--- config.mk ---
export PLATFORM = sky130hd
export DESIGN_NAME = lc3_mem_initiator
export DESIGN_NICKNAME = d
export VERILOG_FILES = /design/src/rtl/lc3_mem_pkg.sv /design/src/rtl/lc3_mmio_regs.sv /design/src/rtl/lc3_mem_initiator.sv
export SDC_FILE = /design/constraint.sdc
export NUM_CORES = 1
export LEC_CHECK = 0
export ABC_CLOCK_PERIOD_IN_PS = 3150
export BUFFER_PORTS_ARGS = -buffer_cell sky130_fd_sc_hd__buf_2
export CAP_MARGIN = 20
export CELL_PAD_IN_SITES_DETAIL_PLACEMENT = 0
export CELL_PAD_IN_SITES_GLOBAL_PLACEMENT = 1
export CORE_MARGIN = 8
export CORE_UTILIZATION = 34
export DETAILED_ROUTE_END_ITERATION = 12
export PLACE_DENSITY_LB_ADDON = 0.1
export SYNTH_ARGS = -nofsm -noshare
export SYNTH_HDL_FRONTEND = slang
export SYNTH_SLANG_ARGS = --single-unit
--- constraint.sdc ---
create_clock -name clk -period 3.15 [get_ports clk]
set_clock_uncertainty 0.05 [all_clocks]
set_input_delay 0.63 -clock clk [delete_from_list [all_inputs] [get_ports clk]]
set_output_delay 0.63 -clock clk [all_outputs]
set_load 0.02 [all_outputs]
--- src/rtl/lc3_mem_pkg.sv ---
// Shared types and device-page addresses for the LC-3 memory initiator.
package lc3_mem_pkg;

  typedef enum logic [1:0] {
    IDLE   = 2'd0,
    ACCESS = 2'd1,
    WAIT   = 2'd2,
    RESP   = 2'd3
  } state_e;

  localparam logic [15:0] MMIO_BASE = 16'hFE00;
  localparam logic [15:0] KBSR_ADDR = 16'hFE00;
  localparam logic [15:0] KBDR_ADDR = 16'hFE02;
  localparam logic [15:0] DSR_ADDR  = 16'hFE04;
  localparam logic [15:0] DDR_ADDR  = 16'hFE06;

endpackage

--- src/rtl/lc3_mmio_regs.sv ---
// LC-3 device page: keyboard status/data latch, display status, and the DDR output pulse.
module lc3_mmio_regs (
  input  logic        clk,
  input  logic        rst,
  input  logic        sel,
  input  logic        we,
  input  logic [15:0] addr,
  input  logic [7:0]  wdata,
  input  logic        capture,
  input  logic        kb_strobe,
  input  logic [7:0]  kb_data,
  input  logic        disp_ready,
  output logic [15:0] rdata,
  output logic        ddr_valid,
  output logic [7:0]  ddr_data
);
  import lc3_mem_pkg::*;

  logic       kb_ready_q, kb_ready_d;
  logic [7:0] kbd_q, kbd_d;

  // A new keystroke in the same cycle as the KBDR read wins: the read sees the old char.
  always_comb begin
    kb_ready_d = kb_ready_q;
    kbd_d      = kbd_q;
    if (capture && (addr == KBDR_ADDR)) kb_ready_d = 1'b0;
    if (kb_strobe) begin
      kb_ready_d = 1'b1;
      kbd_d      = kb_data;
    end
  end

  always_comb begin
    rdata = 16'h0000;
    case (addr)
      KBSR_ADDR: rdata = {kb_ready_q, 15'b0};
      KBDR_ADDR: rdata = {8'h00, kbd_q};
      DSR_ADDR:  rdata = {disp_ready, 15'b0};
      default:   rdata = 16'h0000;
    endcase
  end

  assign ddr_valid = sel && we && (addr == DDR_ADDR);
  assign ddr_data  = ddr_valid ? wdata : 8'h00;

  always_ff @(posedge clk) begin
    if (rst) begin
      kb_ready_q <= 1'b0;
      kbd_q      <= 8'h00;
    end else begin
      kb_ready_q <= kb_ready_d;
      kbd_q      <= kbd_d;
    end
  end

endmodule

--- src/rtl/lc3_mem_initiator.sv ---
// LC-3 CPU-side memory master: latches one request into MAR/MDR, runs the memory port
// with programmable wait states, and routes device-page accesses to lc3_mmio_regs.
module lc3_mem_initiator #(
  parameter int unsigned WAIT_CYCLES = 0,
  parameter logic [15:0] MMIO_BASE   = lc3_mem_pkg::MMIO_BASE
) (
  input  logic        clk,
  input  logic        rst,
  input  logic        req_valid,
  output logic        req_ready,
  input  logic        req_we,
  input  logic [15:0] req_addr,
  input  logic [15:0] req_wdata,
  output logic        resp_valid,
  output logic [15:0] resp_rdata,
  output logic [15:0] mem_addr,
  output logic [15:0] mem_wdata,
  output logic        mem_read,
  output logic        mem_write,
  input  logic [15:0] mem_rdata,
  input  logic        kb_strobe,
  input  logic [7:0]  kb_data,
  input  logic        disp_ready,
  output logic        ddr_valid,
  output logic [7:0]  ddr_data
);
  import lc3_mem_pkg::*;

  localparam logic [3:0] WAIT_INIT = 4'(WAIT_CYCLES);

  state_e      state_q, state_d;
  logic [15:0] mar_q, mar_d;
  logic [15:0] mdr_q, mdr_d;
  logic        we_q, we_d;
  logic [3:0]  wait_cnt_q, wait_cnt_d;

  logic        is_mmio;
  logic        in_access;
  logic        last_access;
  logic [15:0] dev_rdata;

  assign is_mmio     = (mar_q >= MMIO_BASE);
  assign in_access   = (state_q == ACCESS) || (state_q == WAIT);
  assign last_access = in_access && (wait_cnt_q == 4'd0);

  // NOTE: every variable gets a default before the case, so no path can infer a latch.
  always_comb begin
    state_d    = state_q;
    mar_d      = mar_q;
    mdr_d      = mdr_q;
    we_d       = we_q;
    wait_cnt_d = wait_cnt_q;
    req_ready  = 1'b0;
    resp_valid = 1'b0;
    resp_rdata = 16'h0000;
    case (state_q)
      IDLE: begin
        req_ready = 1'b1;
        if (req_valid) begin
          mar_d      = req_addr;
          mdr_d      = req_wdata;
          we_d       = req_we;
          wait_cnt_d = WAIT_INIT;
          state_d    = ACCESS;
        end
      end
      ACCESS, WAIT: begin
        if (wait_cnt_q == 4'd0) begin
          if (!we_q) mdr_d = is_mmio ? dev_rdata : mem_rdata;
          state_d = RESP;
        end else begin
          wait_cnt_d = wait_cnt_q - 4'd1;
          state_d    = WAIT;
        end
      end
      RESP: begin
        resp_valid = 1'b1;
        resp_rdata = we_q ? 16'h0000 : mdr_q;
        state_d    = IDLE;
      end
      default: state_d = IDLE;
    endcase
  end

  // Device-page addresses never raise a memory strobe.
  assign mem_addr  = mar_q;
  assign mem_wdata = mdr_q;
  assign mem_read  = in_access && !is_mmio && !we_q;
  assign mem_write = in_access && !is_mmio && we_q;

  lc3_mmio_regs u_mmio (
    .clk        (clk),
    .rst        (rst),
    .sel        ((state_q == ACCESS) && is_mmio),
    .we         (we_q),
    .addr       (mar_q),
    .wdata      (mdr_q[7:0]),
    .capture    (last_access && is_mmio && !we_q),
    .kb_strobe  (kb_strobe),
    .kb_data    (kb_data),
    .disp_ready (disp_ready),
    .rdata      (dev_rdata),
    .ddr_valid  (ddr_valid),
    .ddr_data   (ddr_data)
  );

  // NOTE: flops use non-blocking assignment so all registers update together at the edge.
  always_ff @(posedge clk) begin
    if (rst) begin
      state_q    <= IDLE;
      mar_q      <= 16'h0000;
      mdr_q      <= 16'h0000;
      we_q       <= 1'b0;
      wait_cnt_q <= 4'd0;
    end else begin
      state_q    <= state_d;
      mar_q      <= mar_d;
      mdr_q      <= mdr_d;
      we_q       <= we_d;
      wait_cnt_q <= wait_cnt_d;
    end
  end

endmodule

==> flow_metrics.env, run 1 <==
export IMPL_outcome="finished, final reports clean"
export IMPL_clock_fmax_ghz=0.3799
export IMPL_dp_hpwl_mm=5.613
export IMPL_ctsHoldBuffers=0
export IMPL_cts_max_path_buffers=2
export IMPL_cts_tree="yes"
export IMPL_fin_crit_sh_pct=83.57
export IMPL_grt_usage_pct=14.81
export IMPL_drt_vias_per_instance=4.994
export IMPL_clk_latency_ns=0.30
export IMPL_maxCapViolCount=0
export IMPL_r2r_end="mem_wdata[2]$_SDFFE_PP0P_"
export IMPL_power_density_nw_per_um2=931.7
export IMPL_grt_max_degree=50
export IMPL_portBuffers=122
export IMPL_reg2reg_setup_slack_ns=0.69
export IMPL_crit_slowest_cell="nor2b_1"
export IMPL_path_cells="ha_1 -> nor2b_1 -> and2_1 -> buf_2"
export IMPL_antenna_found_initial=0
export IMPL_reg2regPathDepth=6
export IMPL_rsz0062_at_grt="no"
export IMPL_synth_seq_cells=48
export IMPL_htree_levels=2
export IMPL_clk_pin_slew_ns=0.09
export IMPL_die_w_um=98.76
export IMPL_setup_viol=0
export IMPL_grt_overflow=0
export IMPL_cp_required_ns=2.47
export IMPL_relSlewSlack_pct=38.46
export IMPL_cts_sinks=48
export IMPL_remaining_drc_errors=0
export IMPL_synth_edf_count=0
export IMPL_yosysTopAreaCell="dfxtp_1"
export IMPL_p_leak_nw=1.500
export IMPL_postPlaceCellArea_um2=2990
export IMPL_synth_distinct_cells=38
export IMPL_start_util_pct=34.66
export IMPL_cts_resized=0
export IMPL_async_flop_share_pct=0
export IMPL_timing_rr_start="state_q[0]$_SDFFE_PP0P_"
export IMPL_drive_above_1_share_pct=35.20
export IMPL_design_core_area_um2=6719
export IMPL_timing_setup_tns_ns=0
export IMPL_die_h_um=98.76
export IMPL_syn_area_per_cell_um2=8.406
export IMPL_hold_path_class="flip-flop to flip-flop"
export IMPL_cts_root_buffer="clkbuf_8"
export IMPL_yosysSeqAreaShare_pct=41.27
export IMPL_tightest_slew_ns=0.9231
export IMPL_dr_total_vias=2357
export IMPL_syn_area_um2=2328
export IMPL_yosys_top_cells_area="dfxtp_1, and2_1, nand2_1"
export IMPL_syn_inst=277
export IMPL_fin_area_um2=3117
export IMPL_post_cts_buffers=0
export IMPL_first_global_vias=2417
export IMPL_fin_crit_ns=2.633
export IMPL_synth_net_count=344
export IMPL_holdPathStages=2
export IMPL_nets=458
export IMPL_cp_end_kind="primary output"
export IMPL_crit_arrival_ns=1.95
export IMPL_syn2layout_area_growth_pct=33.85
export IMPL_criticalPathCategory="flip-flop to primary output"
export IMPL_antenna_cells=0
export IMPL_synthTopCellsByCount="dfxtp_1, nand2_1, nor2_1"
export IMPL_yosys_cell_count_top_type="dfxtp_1"
export IMPL_min_to="mem_addr[12]$_SDFFE_PP0P_"
export IMPL_fp_dieArea_um2=9753
export IMPL_hp_start="mem_addr[12]$_SDFFE_PP0P_"
export IMPL_max_stage_delay_ns=0.68
export IMPL_drt_iter0_drc=150
export IMPL_ys_warn_count=0
export IMPL_cts_buffers=5
export IMPL_drt_first_pass_iters=4
export IMPL_start_kind="flip-flop"
export IMPL_ant_nets=0
export IMPL_ios=123
export IMPL_num_rows=30
export IMPL_crit_fanout=16
export IMPL_maxSlewViolCount=0
export IMPL_ir_drop_mv=0.3762
export IMPL_drt_wl_total_mm=7.426
export IMPL_gp_congestion=0.7505
export IMPL_grt_pass1_wl_mm=11.93
export IMPL_synthFlopType="dfxtp_1"
export IMPL_synth_top_area_share_pct=41.27
export IMPL_num_fill_cells=709
export IMPL_hold_viol=0
export IMPL_post_drt_wl_per_cell_um=15.73
==> area by class of cell <==
| cell class | count | area [um^2] | share of cell area [%] |
|---|---|---|---|
| well taps | 80 | 100.1 | 3.212 |
| flip-flops and latches | 48 | 960.9 | 30.83 |
| repair buffers | 125 | 633.1 | 20.31 |
| multi-input cells | 205 | 1274 | 40.87 |
| clock inverters | 1 | 30.03 | 0.9635 |
| clock buffers | 7 | 96.34 | 3.091 |
| inverters | 6 | 22.52 | 0.7226 |
==> logic make-up (layout without fill, tap and decap cells) <==
family,after synthesis,after routing,share of synthesized area [%]
buf+inv,24,139,4.030
flops,48,48,41.27
fa+ha+maj,5,5,2.687
simple gates,134,134,30.20
xor+xnor,2,2,0.7524
compound gates,52,52,15.85
mux,12,12,5.212
==> how the worst max path moves through the flow <==
stage | slack [ns] | to | startpoint | cells after the start
2_1_floorplan | 0.28 | ddr_data[0] | mem_addr[3]$_SDFFE_PP0P_ | 4
3_3_place_gp | 0.81 | mem_wdata[8]$_SDFFE_PP0P_ | state_q[0]$_SDFFE_PP0P_ | 6
3_5_place_dp | 0.74 | mem_wdata[2]$_SDFFE_PP0P_ | state_q[0]$_SDFFE_PP0P_ | 6
4_1_cts | 0.44 | resp_rdata[5] | state_q[0]$_SDFFE_PP0P_ | 4
5_1_grt | 0.28 | ddr_data[7] | mem_addr[3]$_SDFFE_PP0P_ | 6
6_report | 0.52 | resp_rdata[5] | state_q[0]$_SDFFE_PP0P_ | 4
==> flip-flops by register name, summed over array words and instances, names as in the netlist <==
name	count
mem_addr	16
state_q	2
u_mmio.kb_ready_q	1
wait_cnt_q	4
we_q	1
u_mmio.kbd_q	8
mem_wdata	16
==> report_power, final <==
part	switching, mW	internal (mW)	total (mW)
Combinational	0.967	0.560	1.53
Clock	0.207	0.280	0.487
Sequential	0.126	0.764	0.889
==> per-layer routing <==
metal | GRT usage [%] | part of all wire (%) | vias up
li1 | - | - | 1201
met3 | 6.977 | 10 | 7
met4 | 2.834 | 0.77 | 0
met5 | 0 | 0 | -
met1 | 17.99 | 45 | 1045
met2 | 23.28 | 43 | 104
==> per-stage QoR <==
step / instances / setup slack (ns) / hold WS (ns) / utilization, % / total power, mW
2_1_floorplan: 277 / 0.2771 / 0.3980 / - / 2.002
3_3_place_gp: 464 / 0.8110 / 0.4111 / 44.51 / 2.417
3_5_place_dp: 464 / 0.7425 / 0.4176 / 44.51 / 2.438
4_1_cts: 472 / 0.4438 / 0.4316 / 46.39 / 2.940
5_1_grt: 472 / 0.2836 / 0.4476 / 46.39 / 3.139
6_report: 472 / 0.5174 / 0.4289 / 46.39 / 2.904
==> critical path, delay by kind of cell (launching register included) <==
family / cells / cell delay [ns]
buf+inv: 1 / 0.16
flops: 1 / 0.37
simple gates: 2 / 0.90
fa+ha+maj: 1 / 0.21
==> cells in the final DEF (no fill, tap or decap), types with 2 or more instances in the layout <==
cell type / n
nand3_1: 4
mux2i_1: 11
and2_1: 26
dfxtp_1: 48
nor4b_1: 2
nor4_1: 2
ha_1: 5
buf_2: 122
buf_4: 3
nand2_1: 38
nor2_1: 34
a221oi_1: 16
a211oi_1: 8
nand4b_1: 8
nor3_1: 10
clkbuf_8: 7
nor2b_1: 2
a21oi_1: 19
xor2_1: 2
inv_1: 6
Note: power is estimated with default switching activity, not from simulation.
==> run 2: changes to the inputs <==
- ABC_CLOCK_PERIOD_IN_PS: 3150 -> 2750
- CORE_UTILIZATION: 34 -> 31
- clock period: 3.15 -> 2.75 ns (I/O delays scaled with it)
==> run 2 against run 1 <==
Net effect:
- critical path depth is 1 higher
- utilization is 3.3 points lower
- first-iteration DRC count is 52% lower
- count of clock-buffer cells in the layout is 2 lower
- largest cell class unchanged
- highest routed layer unchanged
==> flow_metrics.env, run 2 (synthesized netlist as in run 1, its figures left out) <==
export IMPL_outcome="finished, final reports clean"
export IMPL_die_w_um=102.7
export IMPL_antenna_found_initial=0
export IMPL_crit_fanout=16
export IMPL_top_layer="met4"
export IMPL_path_buf_inv=2
export IMPL_cts_root_buffer="clkbuf_8"
export IMPL_final_common_cell="buf_2"
export IMPL_ctsHoldBuffers=0
export IMPL_num_fill_cells=789
export IMPL_drt_iter0_drc=72
export IMPL_dr_total_vias=2348
export IMPL_comb_power_share_pct=54.8
export IMPL_cp_required_ns=2.15
export IMPL_timing_setup_tns_ns=0
export IMPL_dp_hpwl_mm=5.978
export IMPL_ios=123
export IMPL_remaining_drc_errors=0
export IMPL_wl_met1_mm=3.312
export IMPL_switching_share_pct=46.38
export IMPL_start_kind="flip-flop"
export IMPL_cp_end_kind="primary output"
export IMPL_num_rows=31
export IMPL_post_drt_wl_per_cell_um=15.62
export IMPL_setup_viol=0
export IMPL_maxSlewViolCount=0
export IMPL_tightest_slew_ns=0.7070
export IMPL_criticalPathCategory="flip-flop to primary output"
export IMPL_intPower_mw=1.707
export IMPL_fin_crit_ns=2.483
export IMPL_nets=460
export IMPL_gp_congestion=0.7575
export IMPL_grt_usage_pct=13.97
export IMPL_design_core_area_um2=7253
export IMPL_clock_fmax_ghz=0.4027
export IMPL_crit_arrival_ns=1.88
export IMPL_path_cells="inv_1 -> ha_1 -> o21a_2 -> and2_1 -> buf_2"
export IMPL_crit_slowest_cell="ha_1"
export IMPL_ir_drop_mv=0.3576
export IMPL_multi_input_area_um2=1284
export IMPL_p_leak_nw=1.494
export IMPL_clk_pin_slew_ns=0.09
export IMPL_drt_first_pass_iters=4
export IMPL_p_seq_share_pct=32.1
export IMPL_cts_buffers=5
export IMPL_first_global_vias=2288
export IMPL_clk_latency_ns=0.30
export IMPL_hold_viol=0
export IMPL_cts_tree="yes"
export IMPL_report_power_total_mw=3.184
export IMPL_fin_crit_sh_pct=90.30
export IMPL_syn2layout_area_growth_pct=34.28
export IMPL_drive_above_1_share_pct=36.29
export IMPL_ant_nets=0
export IMPL_maxCapViolCount=0
export IMPL_cts_sinks=48
export IMPL_relSlewSlack_pct=52.86
export IMPL_final_cell_mix="buf_2, dfxtp_1, nand2_1"
export IMPL_antenna_cells=0
export IMPL_path_delay_family="adder cells"
export IMPL_fp_dieArea_um2=10540
export IMPL_hold_path_class="input port to flip-flop"
export IMPL_clkPwrFrac_pct=13.1
export IMPL_wl_met3_um=706
export IMPL_switchingPower_mw=1.477
export IMPL_start_util_pct=32.10
export IMPL_max_stage_delay_ns=0.41
export IMPL_drt_wl_total_mm=7.699
export IMPL_regArea_um2=960.9
export IMPL_whs_ns=0.4243
export IMPL_grt_pass1_wl_mm=11.65
export IMPL_portBuffers=122
export IMPL_die_h_um=102.7
export IMPL_grt_overflow=0
export IMPL_cts_max_path_buffers=2
export IMPL_rsz0062_at_grt="no"
export IMPL_htree_levels=2
export IMPL_grt_max_degree=31
export IMPL_drt_vias_per_instance=4.763
export IMPL_met2_length_mm=3.623
export IMPL_power_density_nw_per_um2=1018
-- run 2: cell types whose count changed in the layout (fill, tap and decap cells not counted), sizes merged --
| cell | delta |
|---|---|
| clkinv | +3 |
| buf | +2 |
| bufinv | -1 |
| clkbuf | -2 |
-- run 2: final timing paths --
kind                                  start                   endpoint  slack (ns)  cells after the start
hold reg to reg   mem_addr[15]$_SDFFE_PP0P_  mem_addr[15]$_SDFFE_PP0P_        0.43                      2
setup reg to reg    state_q[0]$_SDFFE_PP0P_  mem_wdata[2]$_SDFFE_PP0P_        0.58                      6
hold / removal                  req_addr[8]   mem_addr[8]$_SDFFE_PP0P_        0.42                      3
setup / recovery    state_q[0]$_SDFFE_PP0P_                  mem_write        0.27                      5
-- run 2: worst reg2reg max path, delay by kind of cell, from the launching register on --
kind | cells | cell delay (ns)
buffers and inverters | 1 | 0.07
AO/OA/AOI/OAI | 3 | 0.85
multiplexers | 1 | 0.34
adder cells (fa/ha/maj) | 1 | 0.40
flip-flops | 1 | 0.37
-- run 2: final cells by class --
type                       count  share of cell area, %
tap                           99                  3.962
timing repair buffer         127                  20.73
multi-input combinational    205                  41.06
clock buffer                   5                  2.201
clock inverter                 3                 0.6002
sequential                    48                  30.73
inverter                       6                 0.7203
-- run 2: routing by layer --
layer  vias to the layer above  global-route usage [%]
met2                        67                   23.53
met4                         0                   3.386
met3                         7                   3.781
met5                         -                       0
met1                      1062                   17.18
li1                       1212                       -
-- run 2: power by group through the flow --
stage | Combinational (mW) | Sequential, mW | Clock [mW]
2_1_floorplan | 1.14 | 1.15 | 0
3_3_place_gp | 1.77 | 1.04 | 0
3_5_place_dp | 1.77 | 1.04 | 0
4_1_cts | 1.78 | 1.03 | 0.434
5_1_grt | 1.96 | 1.05 | 0.461
6_report | 1.74 | 1.02 | 0.417
-- run 2: repair_timing --
| item | 4_1_cts | 5_1_grt |
|---|---|---|
| setup buffers | 0 | 0 |
| resized for setup | 0 | 2 |
| setup endpoints to repair | 0 | 17 |
-- run 2: metrics by stage --
stage                     setup WS, ns  utilization, %  instances  area [um^2]
after detailed placement        0.3968           41.85        485         3035
after global routing            0.1412           43.11        493         3127
after global placement          0.4210           41.85        485         3035
after floorplan                 0.3297               -        277         2335
after CTS                      0.04169           43.06        493         3123
final                           0.2668           43.11        493         3127
